## src/rtl/ex_muldiv.sv

```systemverilog
// ex_muldiv: multi-cycle RV32M multiply/divide unit beside the execute ALU.
// Iterative shift-add multiplier and restoring divider on operand magnitudes,
// with sign correction applied in a single FIX cycle.
// Optional macro MULDIV_FAST_MUL_EN: multiplies bypass CALC and use a
// single-cycle XLEN x XLEN product in FIX; division is unaffected.
module ex_muldiv #(
    parameter int unsigned XLEN               = 32,
    parameter int unsigned MUL_BITS_PER_CYCLE = 4,
    parameter int unsigned DIV_BITS_PER_CYCLE = 1
) (
    input  logic            clk,
    input  logic            rst,
    input  logic            start_i,
    input  logic            flush_i,
    input  logic [2:0]      op_i,
    input  logic [XLEN-1:0] op1_i,
    input  logic [XLEN-1:0] op2_i,
    input  logic [4:0]      rd_addr_i,
    output logic            busy_o,
    output logic            hold_flag_o,
    output logic            valid_o,
    output logic [XLEN-1:0] result_o,
    output logic [4:0]      rd_addr_o,
    output logic            rd_wen_o
);

    localparam int unsigned MB = MUL_BITS_PER_CYCLE;
    localparam int unsigned DB = DIV_BITS_PER_CYCLE;
    localparam int unsigned CW = $clog2(XLEN + 1);
    localparam logic [CW-1:0] MUL_N = CW'(XLEN / MB);
    localparam logic [CW-1:0] DIV_N = CW'(XLEN / DB);
    localparam logic [XLEN-1:0] INT_MIN = {1'b1, {(XLEN-1){1'b0}}};

    typedef enum logic [1:0] {
        S_IDLE,
        S_CALC,
        S_FIX,
        S_DONE
    } state_e;

    typedef enum logic [2:0] {
        OP_MUL    = 3'd0,
        OP_MULH   = 3'd1,
        OP_MULHSU = 3'd2,
        OP_MULHU  = 3'd3,
        OP_DIV    = 3'd4,
        OP_DIVU   = 3'd5,
        OP_REM    = 3'd6,
        OP_REMU   = 3'd7
    } op_e;

    state_e state, state_nxt;
    op_e    op_in, op_q;

    logic [CW-1:0]     count;
    logic [XLEN-1:0]   a_q;       // multiplicand (mul) or divisor (div) magnitude
    logic [2*XLEN-1:0] acc;       // mul: {partial product, multiplier}; div: {remainder, quotient}
    logic              neg_q;     // negate product / quotient
    logic              rem_neg_q; // remainder takes dividend sign

    // Operand decode for the request presented in IDLE
    logic            accept, in_s1, in_s2, div_zero, div_ovf, special;
    logic [XLEN-1:0] mag1, mag2, special_res;

    // Iteration step results
    logic [XLEN+MB-1:0] mul_part, mul_sum;
    logic [2*XLEN-1:0]  mul_next, div_next, prod_mag, prod;
    logic [XLEN-1:0]    rem_w, quo_w, quot_fix, rem_fix, fix_res;
    logic [XLEN:0]      trial;

    assign op_in  = op_e'(op_i);
    assign accept = (state == S_IDLE) & start_i & ~flush_i;

    assign in_s1 = op1_i[XLEN-1] & (op_in inside {OP_MULH, OP_MULHSU, OP_DIV, OP_REM});
    assign in_s2 = op2_i[XLEN-1] & (op_in inside {OP_MULH, OP_DIV, OP_REM});
    assign mag1  = in_s1 ? -op1_i : op1_i;
    assign mag2  = in_s2 ? -op2_i : op2_i;

    assign div_zero = op_i[2] & (op2_i == '0);
    assign div_ovf  = (op_in inside {OP_DIV, OP_REM}) & (op1_i == INT_MIN) & (op2_i == '1);
    assign special  = div_zero | div_ovf;
    assign special_res = div_zero ? (op_i[1] ? op1_i : '1)
                                  : (op_i[1] ? '0 : op1_i);

    assign busy_o      = (state != S_IDLE);
    assign hold_flag_o = accept | (state == S_CALC) | (state == S_FIX);
    assign valid_o     = (state == S_DONE);
    assign rd_wen_o    = valid_o & (rd_addr_o != '0);

`ifdef MULDIV_FAST_MUL_EN
    // Multiplies never iterate; the step value is a pass-through
    always_comb begin
        mul_part = '0;
        mul_sum  = '0;
        mul_next = acc;
    end
`else
    // One radix-2^MB shift-add step: add digit*multiplicand into the upper half, shift right
    always_comb begin
        mul_part = '0;
        for (int unsigned i = 0; i < MB; i++) begin
            if (acc[i]) begin
                mul_part = mul_part + ((XLEN+MB)'(a_q) << i);
            end
        end
        mul_sum  = (XLEN+MB)'(acc[2*XLEN-1:XLEN]) + mul_part;
        mul_next = {mul_sum, acc[XLEN-1:MB]};
    end
`endif

    // DB restoring subtract-shift steps, one quotient bit each
    always_comb begin
        rem_w = acc[2*XLEN-1:XLEN];
        quo_w = acc[XLEN-1:0];
        trial = '0;
        for (int unsigned i = 0; i < DB; i++) begin
            trial = {rem_w, quo_w[XLEN-1]};
            quo_w = {quo_w[XLEN-2:0], 1'b0};
            if (trial >= {1'b0, a_q}) begin
                trial    = trial - {1'b0, a_q};
                quo_w[0] = 1'b1;
            end
            rem_w = trial[XLEN-1:0];
        end
        div_next = {rem_w, quo_w};
    end

    // Sign correction and result selection used in FIX
    always_comb begin
`ifdef MULDIV_FAST_MUL_EN
        prod_mag = (2*XLEN)'(a_q) * (2*XLEN)'(acc[XLEN-1:0]);
`else
        prod_mag = acc;
`endif
        prod     = neg_q ? -prod_mag : prod_mag;
        quot_fix = neg_q ? -acc[XLEN-1:0] : acc[XLEN-1:0];
        rem_fix  = rem_neg_q ? -acc[2*XLEN-1:XLEN] : acc[2*XLEN-1:XLEN];
        fix_res  = '0;
        case (op_q)
            OP_MUL:                        fix_res = prod[XLEN-1:0];
            OP_MULH, OP_MULHSU, OP_MULHU:  fix_res = prod[2*XLEN-1:XLEN];
            OP_DIV, OP_DIVU:               fix_res = quot_fix;
            default:                       fix_res = rem_fix;
        endcase
    end

    // State register
    always_ff @(posedge clk or posedge rst) begin
        if (rst) state <= S_IDLE;
        else     state <= state_nxt;
    end

    // Next-state logic; flush overrides every state
    always_comb begin
        state_nxt = state;
        case (state)
            S_IDLE: begin
                if (start_i) begin
                    if (special)       state_nxt = S_DONE;
`ifdef MULDIV_FAST_MUL_EN
                    else if (!op_i[2]) state_nxt = S_FIX;
`endif
                    else               state_nxt = S_CALC;
                end
            end
            S_CALC:  if (count == CW'(1)) state_nxt = S_FIX;
            S_FIX:   state_nxt = S_DONE;
            default: state_nxt = S_IDLE;
        endcase
        if (flush_i) state_nxt = S_IDLE;
    end

    // Operand capture, iteration and result registers
    always_ff @(posedge clk or posedge rst) begin
        if (rst) begin
            op_q      <= OP_MUL;
            count     <= '0;
            a_q       <= '0;
            acc       <= '0;
            neg_q     <= 1'b0;
            rem_neg_q <= 1'b0;
            result_o  <= '0;
            rd_addr_o <= '0;
        end else if (flush_i) begin
            count     <= '0;
            result_o  <= '0;
            rd_addr_o <= '0;
        end else begin
            case (state)
                S_IDLE: begin
                    if (start_i) begin
                        op_q      <= op_in;
                        rd_addr_o <= rd_addr_i;
                        neg_q     <= in_s1 ^ in_s2;
                        rem_neg_q <= in_s1;
                        count     <= op_i[2] ? DIV_N : MUL_N;
                        a_q       <= op_i[2] ? mag2 : mag1;
                        acc       <= {{XLEN{1'b0}}, (op_i[2] ? mag1 : mag2)};
                        if (special) result_o <= special_res;
                    end
                end
                S_CALC: begin
                    acc   <= op_q[2] ? div_next : mul_next;
                    count <= count - CW'(1);
                end
                S_FIX:   result_o <= fix_res;
                default: ;
            endcase
        end
    end

endmodule

```

## config.mk

```make
export PLATFORM = sky130hd
export DESIGN_NAME = ex_muldiv
export DESIGN_NICKNAME = d
export VERILOG_FILES = /design/src/rtl/ex_muldiv.sv
export SDC_FILE = /design/constraint.sdc
export NUM_CORES = 1
export LEC_CHECK = 0
export ABC_AREA = 1
export ABC_CLOCK_PERIOD_IN_PS = 8700
export BUFFER_PORTS_ARGS = -buffer_cell sky130_fd_sc_hd__buf_2
export CORE_ASPECT_RATIO = 1.75
export CORE_MARGIN = 2
export CORE_UTILIZATION = 49
export DETAILED_ROUTE_END_ITERATION = 16
export PLACE_DENSITY_LB_ADDON = 0.05
export SYNTH_ARGS = -nofsm -noshare
export SYNTH_HDL_FRONTEND = slang
export SYNTH_SLANG_ARGS = --single-unit
```

## constraint.sdc

```tcl
create_clock -name clk -period 8.7 [get_ports clk]
set_clock_uncertainty 0.2 [all_clocks]
set_input_delay 0.435 -clock clk [delete_from_list [all_inputs] [get_ports clk]]
set_output_delay 0.435 -clock clk [all_outputs]
set_load 0.02 [all_outputs]
```

==> results.py <==
metrics = {
    "clock_network": {
        "cts_made_buffers": 17,
        "cts_buffer_depth": 2,
        "numClockSinks": 146,
        "clkTransAtPathRegs_ns": 0.06,
        "clock_latency_ns": 0.47,
        "cts-root-buf": "clkbuf_16",
        "cts_tree": "yes",
        "htreeDepth": 4,
    },
    "timing": {
        "timing.fmax_mhz": 120,
        "slew_violations": 0,
        "worst_slew_pin_slew_ns": 1.43,
        "period_minus_slack_ns": 8.36,
        "fin_tns_setup_ns": 0,
        "fin_crit_sh_pct": 96.1,
        "setup_viol": 0,
        "hold_violations": 0,
        "max_slew_margin_pct": 3.70,
        "rsz0062_at_grt": "no",
    },
    "floorplan": {
        "dieArea_sq_um": 47100,
        "start_util_pct": 49.4,
        "dieHeight_microns": 286,
        "ios": 117,
        "rows": 103,
        "dieWidth_microns": 165,
        "core_area_sq_um": 45000,
    },
    "critical_path": {
        "r2r-end": "acc[60]",
        "r2r_slack_ns": 0.34,
        "critPathMaxStageDelay_ns": 0.47,
        "slowest_stage": "dfrtp_1",
        "cp_max_fo": 20,
        "worstReg2RegStart": "acc[0]",
        "start_kind": "flip-flop",
        "worstSetupPathType": "flip-flop to flip-flop",
        "startpoint": "acc[0]",
        "worst_ep_arrival_time_ns": 8.54,
        "critPathMostFrequentCell": "a21oi_1",
        "crit_end": "acc[60]",
        "rr_worst_depth": 38,
        "worst_setup_path_end_kind": "flip-flop",
        "cp.required_ns": 8.88,
    },
    "placement": {
        "hpwl_microns": 87100,
        "port-buffer-count": 116,
        "gp_congestion": 1.08,
    },
    "routing": {
        "drtPass1Iterations": 9,
        "drtAntennaViolNets": 0,
        "vias": 27602,
        "vias_per_cell": 6.42,
        "wirelength_microns": 111000,
        "drc": 0,
        "first_iter_violations": 3096,
        "wl_per_cell_microns": 25.7,
    },
    "finish": {
        "final_common_cell": "nand2_1",
        "layout_common_cells": "nand2_1, inv_1, a21oi_1",
        "final_nets": 3961,
        "drive_gt1_share_pct": 7.71,
        "area_delta_synth_final_pct": 8.32,
    },
    "synth": {
        "synth_area_sq_um": 22200,
        "syn_area_per_cell_sq_um": 6.09,
        "synthArstFlopShare_pct": 100,
        "synthesis.nets": 3898,
        "synth_edf_count": 0,
        "synth_cells": 3648,
        "ys.flop_type": "dfrtp_1",
        "ys_seq_area_share_pct": 16.5,
        "yosysWarnings": 0,
        "synth_cell_type_count": 73,
        "yosys_register_bits": 146,
    },
    "hold_path": {
        "hold_path.class": "input port to flip-flop",
        "holdPathStages": 3,
    },
    "global_routing": {
        "grt_usage_pct": 46.9,
        "grtUsageMet3_pct": 11.7,
        "antenna_found_initial": 2,
        "met1_usage_pct": 44.0,
        "grt_pass1_vias": 26978,
        "grt_overflow": 0,
        "grt_pass1_wl_microns": 163000,
        "top_usage_layer": "met2",
        "globalRouteMet2Util_pct": 77.6,
        "grt_max_degree": 71,
    },
    "status": {
        "outcome": "completed",
    },
    "flow_run": {
        "maxCapViolations": 0,
    },
}
metrics by stage:
step | util, % | instances | instance area [sq um] | hold slack (ns) | setup slack (ns)
4_1_cts | 53.3 | 4298 | 24000 | 0.0834 | 0.188
3_5_place_dp | 51.9 | 4260 | 23300 | 0.262 | 0.218
3_3_place_gp | 51.9 | 4260 | 23300 | 0.261 | 0.224
2_1_floorplan | - | 3648 | 22200 | 0.276 | 2.08
5_1_grt | 53.5 | 4301 | 24100 | 0.112 | 0.0499
6_report | 53.5 | 4302 | 24100 | 0.0977 | 0.343
sequential cells by signal, indices dropped and copies added (netlist names):
signal,flops
rd_addr_o,5
result_o,32
count,6
rem_neg_q,1
neg_q,1
op_q,3
a_q,32
state,2
acc,64
final cells by class:
cell class / count / area [sq um]
repair buffers: 170 / 1000
multi-input cells: 2922 / 16400
fillers: 4719 / 20900
clock buffers: 21 / 470
diodes: 1 / 2.50
inverters: 454 / 1720
clock inverters: 11 / 104
well taps: 577 / 722
flip-flops and latches: 146 / 3660
cells by family after synthesis:
| family | share of synthesized area (%) |
|---|---|
| AND/OR/NAND/NOR | 29.8 |
| flip-flops | 16.5 |
| multiplexers | 0.0451 |
| AO/OA/AOI/OAI | 26.3 |
| buffers and inverters | 10.1 |
| XOR/XNOR | 7.30 |
| adder cells (fa/ha/maj) | 10.0 |
layer usage:
metal | vias to the layer above | share of wire, %
li1 | 12531 | -
met1 | 12606 | 31
met2 | 1723 | 46
met3 | 740 | 8.7
met4 | 2 | 14
met5 | - | 0.014
synth_stat cells (14+ instances only):
cell type / count / area, sq um
a31oi_1: 28 / 175
nor3_1: 56 / 280
xor2_1: 137 / 1200
o21ai_1: 73 / 365
o21ai_0: 341 / 1710
ha_1: 169 / 2110
a22oi_1: 14 / 105
dfrtp_1: 146 / 3650
nor4_1: 20 / 125
nand2_1: 801 / 3010
nor2_1: 313 / 1170
o2111ai_1: 26 / 228
inv_1: 436 / 1640
o211ai_1: 52 / 390
nand4_1: 51 / 319
or2_2: 17 / 106
clkbuf_1: 95 / 357
a21oi_1: 364 / 1820
a21o_1: 21 / 158
nand3_1: 221 / 1110
o221ai_1: 20 / 175
xnor2_1: 48 / 420
repair_timing:
item,4_1_cts,5_1_grt
setup endpoints to repair,0,10
hold buffers,6,0
hold endpoints to repair,52,0
buffers inserted,0,3
gates resized for setup,0,23
critical path: cells and delay by family (launching register included):
family | cells | cell delay, ns
AO/OA/AOI/OAI | 16 | 3.17
flip-flops | 1 | 0.47
AND/OR/NAND/NOR | 11 | 1.77
buffers and inverters | 4 | 0.74
XOR/XNOR | 3 | 0.52
adder cells (fa/ha/maj) | 4 | 1.37
worst min path at each step:
stage                       from           end  slack [ns]
CTS                     op2_i[0]        a_q[0]        0.08
finish                  op2_i[0]        a_q[0]         0.1
floorplan                op_q[0]       op_q[0]        0.28
detailed placement  result_o[24]  result_o[24]        0.26
global route             op_i[0]       op_q[0]        0.11
global placement     result_o[2]   result_o[2]        0.26
Power is left out: the tool's default activity adds up to more than one toggle a clock period on the data nets, which glitch-free logic cannot reach.
